File: config.mk
export PLATFORM = sky130hd
export DESIGN_NAME = ttt_step_sequencer_flat
export DESIGN_NICKNAME = d
export VERILOG_FILES = /design/src/rtl/ttt_step_sequencer_pkg.sv /design/src/rtl/ttt_step_sequencer_if.sv /design/src/rtl/ttt_step_sequencer.sv /design/src/flat_wrapper.sv
export SDC_FILE = /design/constraint.sdc
export NUM_CORES = 1
export LEC_CHECK = 0
export CORE_ASPECT_RATIO = 1.2
export CORE_UTILIZATION = 50
export CTS_CLUSTER_SIZE = 14
export DETAILED_ROUTE_END_ITERATION = 16
export GPL_TIMING_DRIVEN = 0
export PLACE_DENSITY = 0.95
export SYNTH_ARGS = -nofsm -noshare
export SYNTH_HDL_FRONTEND = slang
export SYNTH_SLANG_ARGS = --single-unit
File: constraint.sdc
create_clock -name clk -period 4.9 [get_ports clk]
set_input_delay 0.98 -clock clk [delete_from_list [all_inputs] [get_ports clk]]
set_output_delay 0.98 -clock clk [all_outputs]
set_load 0.05 [all_outputs]
File: src/rtl/ttt_step_sequencer_pkg.sv
// rtl/ttt_step_sequencer_pkg.sv - shared widths, op codes, states and helpers for the step sequencer
package ttt_pkg;

  localparam int TTT_CNT_BITS      = 7;
  localparam int TTT_STEP_CNT_BITS = 16;
  localparam int TTT_OP_BITS       = 4;
  localparam int TTT_DATA_BITS     = 8;

  localparam logic [3:0] OP_ADD_GOOD  = 4'b0000;
  localparam logic [3:0] OP_ADD_BAD   = 4'b0001;
  localparam logic [3:0] OP_TALLY     = 4'b1000;
  localparam logic [3:0] OP_COUNTDOWN = 4'b1001;
  localparam logic [3:0] OP_SET_GTH   = 4'b1010;
  localparam logic [3:0] OP_SET_BTH   = 4'b1100;
  localparam logic [3:0] OP_SET_DUR   = 4'b1110;
  // Adding zero good tokens leaves the processor untouched, so it doubles as the idle op
  localparam logic [3:0] OP_NOP       = OP_ADD_GOOD;

  localparam logic [2:0] S_IDLE    = 3'd0;
  localparam logic [2:0] S_GOOD    = 3'd1;
  localparam logic [2:0] S_BAD     = 3'd2;
  localparam logic [2:0] S_TALLY   = 3'd3;
  localparam logic [2:0] S_CDOWN   = 3'd4;
  localparam logic [2:0] S_CAPT    = 3'd5;
  localparam logic [2:0] S_CFG     = 3'd6;
  localparam logic [2:0] S_CFG_CHK = 3'd7;

  typedef enum logic [1:0] {
    CFG_GTH  = 2'd0,
    CFG_BTH  = 2'd1,
    CFG_DUR  = 2'd2,
    CFG_RSVD = 2'd3
  } cfg_sel_e;

  localparam int RESP_ST = 1;
  localparam int RESP_SP = 0;

  function automatic logic [3:0] ttt_op_encode(input logic [1:0] sel);
    case (sel)
      CFG_GTH: ttt_op_encode = OP_SET_GTH;
      CFG_BTH: ttt_op_encode = OP_SET_BTH;
      CFG_DUR: ttt_op_encode = OP_SET_DUR;
      default: ttt_op_encode = OP_NOP;
    endcase
  endfunction

endpackage

File: src/rtl/ttt_step_sequencer_if.sv
// rtl/ttt_step_sequencer_if.sv - host-side step/config/result handshakes of the step sequencer
interface ttt_step_sequencer_if #(
  parameter int CNT_BITS  = ttt_pkg::TTT_CNT_BITS,
  parameter int DATA_BITS = ttt_pkg::TTT_DATA_BITS
);
  logic                 step_valid;
  logic                 step_ready;
  logic [CNT_BITS-1:0]  step_good;
  logic [CNT_BITS-1:0]  step_bad;
  logic                 cfg_valid;
  logic                 cfg_ready;
  logic [1:0]           cfg_sel;
  logic [DATA_BITS-1:0] cfg_data;
  logic                 res_valid;
  logic                 res_ready;
  logic                 res_start;
  logic                 res_stop;

  modport master (
    output step_valid, step_good, step_bad, cfg_valid, cfg_sel, cfg_data, res_ready,
    input  step_ready, cfg_ready, res_valid, res_start, res_stop
  );

  modport slave (
    input  step_valid, step_good, step_bad, cfg_valid, cfg_sel, cfg_data, res_ready,
    output step_ready, cfg_ready, res_valid, res_start, res_stop
  );
endinterface

File: src/rtl/ttt_step_sequencer.sv
// rtl/ttt_step_sequencer.sv - sequences one ticktocktokens processor through timesteps and parameter writes
module ttt_step_sequencer
  import ttt_pkg::*;
#(
  parameter int CNT_BITS      = TTT_CNT_BITS,
  parameter int STEP_CNT_BITS = TTT_STEP_CNT_BITS,
  parameter int OP_BITS       = TTT_OP_BITS,
  parameter int DATA_BITS     = TTT_DATA_BITS
) (
  input  logic                     clk,
  input  logic                     rst_n,
  ttt_step_sequencer_if.slave      bus,
  output logic                     cfg_err,
  output logic [STEP_CNT_BITS-1:0] steps_done,
  output logic                     busy,
  output logic [OP_BITS-1:0]       proc_instr,
  output logic [DATA_BITS-1:0]     proc_data,
  input  logic [DATA_BITS-1:0]     proc_resp
);

  logic [2:0]           state, state_nxt;
  logic [OP_BITS-1:0]   op_nxt;
  logic [DATA_BITS-1:0] data_nxt;
  logic [CNT_BITS-1:0]  bad_q;
  logic [DATA_BITS-1:0] cfg_q;
  logic                 tally_st, tally_sp;
  logic                 res_valid_q, res_start_q, res_stop_q;
  logic                 idle_free, accept_cfg, accept_step;

  assign idle_free   = (state == S_IDLE) && !res_valid_q;
  assign accept_cfg  = idle_free && bus.cfg_valid;
  assign accept_step = idle_free && !bus.cfg_valid && bus.step_valid;

  assign bus.step_ready = idle_free;
  assign bus.cfg_ready  = idle_free;
  assign bus.res_valid  = res_valid_q;
  assign bus.res_start  = res_start_q;
  assign bus.res_stop   = res_stop_q;
  assign busy           = (state != S_IDLE);

  // Bus outputs are registered from the next state, so the op is on the bus while its state is current
  always_comb begin
    state_nxt = state;
    op_nxt    = OP_NOP;
    data_nxt  = '0;
    case (state)
      S_IDLE: begin
        if (accept_cfg) begin
          if (bus.cfg_sel != CFG_RSVD) begin
            state_nxt = S_CFG;
            op_nxt    = ttt_op_encode(bus.cfg_sel);
            data_nxt  = bus.cfg_data;
          end
        end else if (accept_step) begin
          if (bus.step_good != '0) begin
            state_nxt = S_GOOD;
            op_nxt    = OP_ADD_GOOD;
            data_nxt  = DATA_BITS'(bus.step_good);
          end else if (bus.step_bad != '0) begin
            state_nxt = S_BAD;
            op_nxt    = OP_ADD_BAD;
            data_nxt  = DATA_BITS'(bus.step_bad);
          end else begin
            state_nxt = S_TALLY;
            op_nxt    = OP_TALLY;
          end
        end
      end
      S_GOOD: begin
        if (bad_q != '0) begin
          state_nxt = S_BAD;
          op_nxt    = OP_ADD_BAD;
          data_nxt  = DATA_BITS'(bad_q);
        end else begin
          state_nxt = S_TALLY;
          op_nxt    = OP_TALLY;
        end
      end
      S_BAD: begin
        state_nxt = S_TALLY;
        op_nxt    = OP_TALLY;
      end
      S_TALLY: begin
        state_nxt = S_CDOWN;
        op_nxt    = OP_COUNTDOWN;
      end
      S_CDOWN:   state_nxt = S_CAPT;
      S_CAPT:    state_nxt = S_IDLE;
      S_CFG:     state_nxt = S_CFG_CHK;
      S_CFG_CHK: state_nxt = S_IDLE;
      default:   state_nxt = S_IDLE;
    endcase
  end

  always_ff @(posedge clk) begin
    if (!rst_n) begin
      state       <= S_IDLE;
      proc_instr  <= OP_NOP;
      proc_data   <= '0;
      bad_q       <= '0;
      cfg_q       <= '0;
      tally_st    <= 1'b0;
      tally_sp    <= 1'b0;
      res_valid_q <= 1'b0;
      res_start_q <= 1'b0;
      res_stop_q  <= 1'b0;
      cfg_err     <= 1'b0;
      steps_done  <= '0;
    end else begin
      state      <= state_nxt;
      proc_instr <= op_nxt;
      proc_data  <= data_nxt;
      if (accept_step) bad_q <= bus.step_bad;
      if (accept_cfg)  cfg_q <= bus.cfg_data;
      // proc_resp lags the issued op by one cycle: tally answers in CDOWN, countdown in CAPT
      if (state == S_CDOWN) begin
        tally_st <= proc_resp[RESP_ST];
        tally_sp <= proc_resp[RESP_SP];
      end
      if (state == S_CAPT) begin
        res_valid_q <= 1'b1;
        res_start_q <= tally_st;
        res_stop_q  <= tally_sp | proc_resp[RESP_SP];
        steps_done  <= steps_done + STEP_CNT_BITS'(1);
      end else if (res_valid_q && bus.res_ready) begin
        res_valid_q <= 1'b0;
      end
      if (state == S_CFG_CHK && proc_resp != cfg_q) cfg_err <= 1'b1;
    end
  end

endmodule

File: src/flat_wrapper.sv
// flat-port wrapper written by rule: the top's interface ports become plain ports
module ttt_step_sequencer_flat import ttt_pkg::*;
#(
  parameter int CNT_BITS      = TTT_CNT_BITS,
  parameter int STEP_CNT_BITS = TTT_STEP_CNT_BITS,
  parameter int OP_BITS       = TTT_OP_BITS,
  parameter int DATA_BITS     = TTT_DATA_BITS
)
  (clk, rst_n, cfg_err, steps_done, busy, proc_instr, proc_data, proc_resp, bus_step_valid, bus_step_good, bus_step_bad, bus_cfg_valid, bus_cfg_sel, bus_cfg_data, bus_res_ready, bus_step_ready, bus_cfg_ready, bus_res_valid, bus_res_start, bus_res_stop);
  ttt_step_sequencer_if #(.CNT_BITS(CNT_BITS), .DATA_BITS(DATA_BITS)) bus_i ();
  input  logic clk;
  input  logic rst_n;
  output logic cfg_err;
  output logic [STEP_CNT_BITS-1:0] steps_done;
  output logic busy;
  output logic [OP_BITS-1:0] proc_instr;
  output logic [DATA_BITS-1:0] proc_data;
  input  logic [DATA_BITS-1:0] proc_resp;
  input wire logic [$bits(bus_i.step_valid)-1:0] bus_step_valid;
  input wire logic [$bits(bus_i.step_good)-1:0] bus_step_good;
  input wire logic [$bits(bus_i.step_bad)-1:0] bus_step_bad;
  input wire logic [$bits(bus_i.cfg_valid)-1:0] bus_cfg_valid;
  input wire logic [$bits(bus_i.cfg_sel)-1:0] bus_cfg_sel;
  input wire logic [$bits(bus_i.cfg_data)-1:0] bus_cfg_data;
  input wire logic [$bits(bus_i.res_ready)-1:0] bus_res_ready;
  output wire logic [$bits(bus_i.step_ready)-1:0] bus_step_ready;
  output wire logic [$bits(bus_i.cfg_ready)-1:0] bus_cfg_ready;
  output wire logic [$bits(bus_i.res_valid)-1:0] bus_res_valid;
  output wire logic [$bits(bus_i.res_start)-1:0] bus_res_start;
  output wire logic [$bits(bus_i.res_stop)-1:0] bus_res_stop;
  assign bus_i.step_valid = bus_step_valid;
  assign bus_i.step_good = bus_step_good;
  assign bus_i.step_bad = bus_step_bad;
  assign bus_i.cfg_valid = bus_cfg_valid;
  assign bus_i.cfg_sel = bus_cfg_sel;
  assign bus_i.cfg_data = bus_cfg_data;
  assign bus_i.res_ready = bus_res_ready;
  assign bus_step_ready = bus_i.step_ready;
  assign bus_cfg_ready = bus_i.cfg_ready;
  assign bus_res_valid = bus_i.res_valid;
  assign bus_res_start = bus_i.res_start;
  assign bus_res_stop = bus_i.res_stop;
  ttt_step_sequencer #(.CNT_BITS(CNT_BITS), .STEP_CNT_BITS(STEP_CNT_BITS), .OP_BITS(OP_BITS), .DATA_BITS(DATA_BITS)) u_core (.clk(clk), .rst_n(rst_n), .bus(bus_i), .cfg_err(cfg_err), .steps_done(steps_done), .busy(busy), .proc_instr(proc_instr), .proc_data(proc_data), .proc_resp(proc_resp));
endmodule
Word level (Yosys, flattened, before mapping)
Cells that the tools add are included.
- register bits after elaboration: 52
- logic and storage cells: 68
- input port bits: 37
- output and inout bits: 35
- add/sub/neg operators: 1
- reduce and logical (&&, ||, !) cells: 17
- equal/unequal tests: 13
- multiplexer cells: 24
- bitwise logic cells: 1
- operator list (operator ; count):
    two-way mux 8 bit ; 4
    two-way mux 4 bit ; 6
    one-hot mux 3 bit (7 select lines) ; 1
    nonzero test 7 bit ; 3
    adder 16 x 1 -> 16 bit (second input constant) ; 1
    one-hot mux 4 bit (4 select lines) ; 1
    one-hot mux 8 bit (2 select lines) ; 1
    two-way mux 7 bit ; 2
    equality test 3 bit (second input constant) ; 4
    two-way mux 3 bit ; 4
    one-hot mux 4 bit (3 select lines) ; 1
    != test 8 bit ; 1
    equality test 3 x 2 -> 1 bit (second input constant) ; 2
    logical AND 1 bit ; 6
    two-way mux 1 bit ; 4
    equality test 3 x 1 -> 1 bit (second input constant) ; 1
    zero test 3 bit ; 1
    != test 3 x 1 -> 1 bit (second input constant) ; 1
    != test 3 bit (second input constant) ; 1
    nonzero test 3 bit ; 1
    equality test 2 x 1 -> 1 bit (second input constant) ; 1
    equality test 2 bit (second input constant) ; 1
    zero test 1 bit ; 2
    zero test 2 bit ; 1
    5 further kinds ; 5

Depth between registers and ports, before layout
- depth after elaboration: 7
- mapped depth: 7
- gate-level depth less buffers: 5

Worst setup path before layout
OpenSTA, ideal clock, no wires.
- path type: flip-flop to output port
- start: register u_core.res_valid_q (netlist: u_core.bus.res_valid)
- end: output port bus_step_ready
- data required time: 3.920 ns
- setup slack: 2.116 ns
- arrival time: 1.804 ns
- path buffers: 2
- cell stages (with the launch flop): 5
- cell sequence: dfxtp_1 -> or4_1 -> clkbuf_2 -> inv_1 -> buf_4
- longest elaborated chain between the ends: 2
- ends and longest elaborated chain (element ; line ; RTL):
    start, declared ; ttt_step_sequencer.sv:27 ; logic res_valid_q, res_start_q, res_stop_q;
    start signal, assigned ; ttt_step_sequencer.sv:104 ; res_valid_q <= 1'b0;
    start signal, assigned ; ttt_step_sequencer.sv:121 ; res_valid_q <= 1'b1;
    start signal, assigned ; ttt_step_sequencer.sv:126 ; res_valid_q <= 1'b0;
    zero test 1 bit ; ttt_step_sequencer.sv:30 ; assign idle_free = (state == S_IDLE) && !res_valid_q;
    logical AND 1 bit ; ttt_step_sequencer.sv:30 ;
    end, declared ; flat_wrapper.sv:26 ; output wire logic [$bits(bus_i.step_ready)-1:0] bus_step_ready;
Every way passes these cells.

Worst setup path after layout
- start: register u_core.state[2]
- end: output port bus_step_ready
- longest elaborated chain between the ends: 2
- ends and longest elaborated chain (element ; line ; RTL):
    start, declared ; ttt_step_sequencer.sv:21 ; logic [2:0] state, state_nxt;
    start signal, assigned ; ttt_step_sequencer.sv:110 ; state <= state_nxt;
    zero test 3 bit ; ttt_step_sequencer.sv:30 ;
    logical AND 1 bit ; ttt_step_sequencer.sv:30 ;
Every way passes these cells.

==> results.sh <==
export IMPL_nets=381
export IMPL_period_minus_slack_ps=3370
export IMPL_route_vias_total=2284
export IMPL_dr_pass1_iters=7
export IMPL_drive_above_1_share_pct=5.57
export IMPL_r2r_end="u_core.proc_data[0]$_SDFF_PN0_"
export IMPL_grt_pass1_vias=2206
export IMPL_row_count=26
export IMPL_clock_sinks=52
export IMPL_worstSetupStartpoint="u_core.state[2]$_SDFFE_PN0P_"
export IMPL_slew_viol_final=0
export IMPL_regToRegSetupSlack_ps=2730
export IMPL_fp_dieW_um=64.5
export IMPL_synth_ff_type="dfxtp_1"
export IMPL_synth_enable_flop_cells=0
export IMPL_antenna_found_initial=0
export IMPL_cp_start_kind="flip-flop"
export IMPL_initial_core_util_pct=53.4
export IMPL_crit_type="flip-flop to primary output"
export IMPL_grt_pass1_wl_um=9890
export IMPL_die_h_um=77.0
export IMPL_synthTopCellsByCount="dfxtp_1 (52), nor2_1 (37), a21oi_1 (22), nand2_1 (18), mux2i_1 (17)"
export IMPL_diodes=0
export IMPL_via_per_inst=5.75
export IMPL_clkPwrFrac_pct=23.4
export IMPL_fmax_mhz=296
export IMPL_cts_tree="built"
export IMPL_fin_worst_skew_ps=9.75
export IMPL_critPathArrivalTime_ps=2390
export IMPL_seqPwrFrac_pct=39.3
export IMPL_setup_viol=0
export IMPL_ctsRootBufferMaster="clkbuf_8"
export IMPL_yosysMostFrequentCell="dfxtp_1"
export IMPL_drcViolationCount=0
export IMPL_portBuffers=71
export IMPL_routed_wl_um=6250
export IMPL_htreeDepth=2
export IMPL_antenna_left=0
export IMPL_setup_tns_ps=0
export IMPL_async_flop_share_pct=0
export IMPL_synth_cell_types=38
export IMPL_wl_per_cell_um=15.8
export IMPL_r2r_start="u_core.state[2]$_SDFFE_PN0P_"
export IMPL_power_frac_comb_pct=37.3
export IMPL_drt_iter0_drc=221
export IMPL_grtUsageTotal_pct=26.0
export IMPL_syn_area_um2=2340
export IMPL_ios=72
export IMPL_slowest_stage="clkdlybuf4s50_1"
export IMPL_worstSetupPathDepth=6
export IMPL_coreArea_um2=4390
export IMPL_yosys_top_cells_area="dfxtp_1 (44%), mux2i_1 (7.3%), xnor2_1 (6.0%)"
export IMPL_powerDensity_nw_per_um2=388
export IMPL_yosysWarningCount=0
export IMPL_crit_buf_inv=5
export IMPL_hold_violations=0
export IMPL_crit_family="buffers and inverters"
export IMPL_grt_setup_unrepaired="no"
export IMPL_clock_latency_ps=310
export IMPL_cp_required_ps=3920
export IMPL_path_max_fanout=8
export IMPL_postCtsHoldBufs=0
export IMPL_yosys_area_top_type="dfxtp_1"
export IMPL_syn2layout_area_growth_pct=37.9
export IMPL_synth_fp_nets=303
export IMPL_end_kind="primary output"
export IMPL_drv_cap=0
export IMPL_holdWs_ps=457
export IMPL_p_int_mw=0.800
export IMPL_clk_pin_slew_ps=90
export IMPL_hpwl_um=4600
export IMPL_slowest_delay_ps=780
export IMPL_p_sw_mw=0.454
export IMPL_cts_buffers=5
export IMPL_fin_crit_sh_pct=68.8
export IMPL_status="completed"
export IMPL_tightest_slew_ps=730
export IMPL_ys_ff_latch=52
export IMPL_cts_path_max_buffers=2
export IMPL_yosysTopAreaCellShare_pct=44.4
export IMPL_crit_end="bus_step_ready"
export IMPL_path_cells="buf_6 > or4_1 > clkbuf_2 > inv_1 > buf_4 > clkdlybuf4s50_1"
export IMPL_power_leakage_nw=1.17
export IMPL_ir_drop_mv=0.250
export IMPL_r2r_cells=6
export IMPL_ctsResizeCount=0
export IMPL_max_slew_margin_rel_pct=51.1
export IMPL_hold_class="flip-flop to flip-flop"
export IMPL_grt_overflow_total=0
export IMPL_grt_start_max_net_pins=16
export IMPL_ys_seq_area_share_pct=44.4
export IMPL_gp_congestion=0.919
export IMPL_swShare_pct=36.2
export IMPL_synth_avg_cell_area_um2=8.94
export IMPL_syn_inst=262
export IMPL_post_cts_buffers=0
export IMPL_dieArea_um2=4970
[cell families after synthesis]
family	synth area share (%)
fa+ha+maj	2.14
buf+inv	4.91
simple gates	22.9
flops	44.4
mux	7.26
compound gates	11.7
xor+xnor	6.73
[power groups by stage]
stage	Sequential (mW)	Combinational (mW)	Clock, mW
4_1_cts	0.492	0.462	0.295
2_1_floorplan	0.552	0.258	0
3_5_place_dp	0.501	0.455	0
6_report	0.492	0.468	0.294
5_1_grt	0.496	0.494	0.313
3_3_place_gp	0.499	0.443	0
[cells in the final DEF (no fill, tap or decap), drive strengths merged, types with 5 or more instances in the layout]
master	netlist	layout
nor4	7	7
nor2	37	37
clkdlybuf4s50	0	71
nand4	6	6
xnor2	16	16
clkbuf	9	15
o21ai	6	6
or4	7	7
a222oi	7	7
mux2i	17	17
nor3	6	6
nand3	7	7
nand2	18	18
buf	5	5
dfxtp	52	52
inv	9	9
a21oi	22	22
[per-layer routing]
metal  part of all wire (%)  GRT usage [%]  vias to the layer above
met3                    7.0           6.70                       23
met4                    3.4           14.2                        0
met1                     38           26.6                     1057
met2                     51           47.1                      131
li1                       -              -                     1073
met5                      0              0                        -
[how the worst min path moves through the flow]
stage                                       from                                 to  cells past startpoint
2_1_floorplan       u_core.tally_st$_SDFFE_PN0P_  u_core.bus.res_start$_SDFFE_PN0P_                      2
3_3_place_gp         u_core.cfg_err$_SDFFE_PN0P_        u_core.cfg_err$_SDFFE_PN0P_                      2
4_1_cts              u_core.cfg_err$_SDFFE_PN0P_        u_core.cfg_err$_SDFFE_PN0P_                      2
5_1_grt        u_core.bus.res_start$_SDFFE_PN0P_  u_core.bus.res_start$_SDFFE_PN0P_                      2
6_report             u_core.cfg_err$_SDFFE_PN0P_        u_core.cfg_err$_SDFFE_PN0P_                      2
3_5_place_dp         u_core.cfg_err$_SDFFE_PN0P_        u_core.cfg_err$_SDFFE_PN0P_                      2
[registers in the layout, indices dropped and copies added, names as in the netlist]
signal	count
u_core.bus.res_start	1
u_core.cfg_q	8
u_core.bus.res_stop	1
u_core.bus.res_valid	1
u_core.tally_sp	1
u_core.cfg_err	1
u_core.tally_st	1
u_core.steps_done	16
u_core.proc_instr	4
u_core.bad_q	7
u_core.proc_data	8
u_core.state	3
[layout make-up]
type                            count  area [µm²]
Tap cell                           56        70.1
Multi-Input combinational cell    186        1190
Sequential cell                    52        1040
Timing Repair Buffer               71         711
Clock buffer                        6        72.6
Inverter                           10        37.5
Fill cell                         310        1160
Buffer                             14        77.6
Clock inverter                      2        35.0
[tightest hold or removal path, delay by kind of cell (launching register included)]
family                 cells  cell delay (ps)
buffers and inverters      1               50
AO/OA/AOI/OAI              1               50
flip-flops                 1              320
[stage by stage]
stage	instance area [µm²]	util (%)	setup WS (ps)	instances	power, mW
finish	3230	73.6	1530	397	1.25
global route	3230	73.6	1470	397	1.30
CTS	3230	73.6	1520	397	1.25
detailed placement	3120	71.1	1880	389	0.956
global placement	3120	71.1	1920	389	0.942
floorplan	2340	-	2120	262	0.810
(Power assumes the default switching activity.)
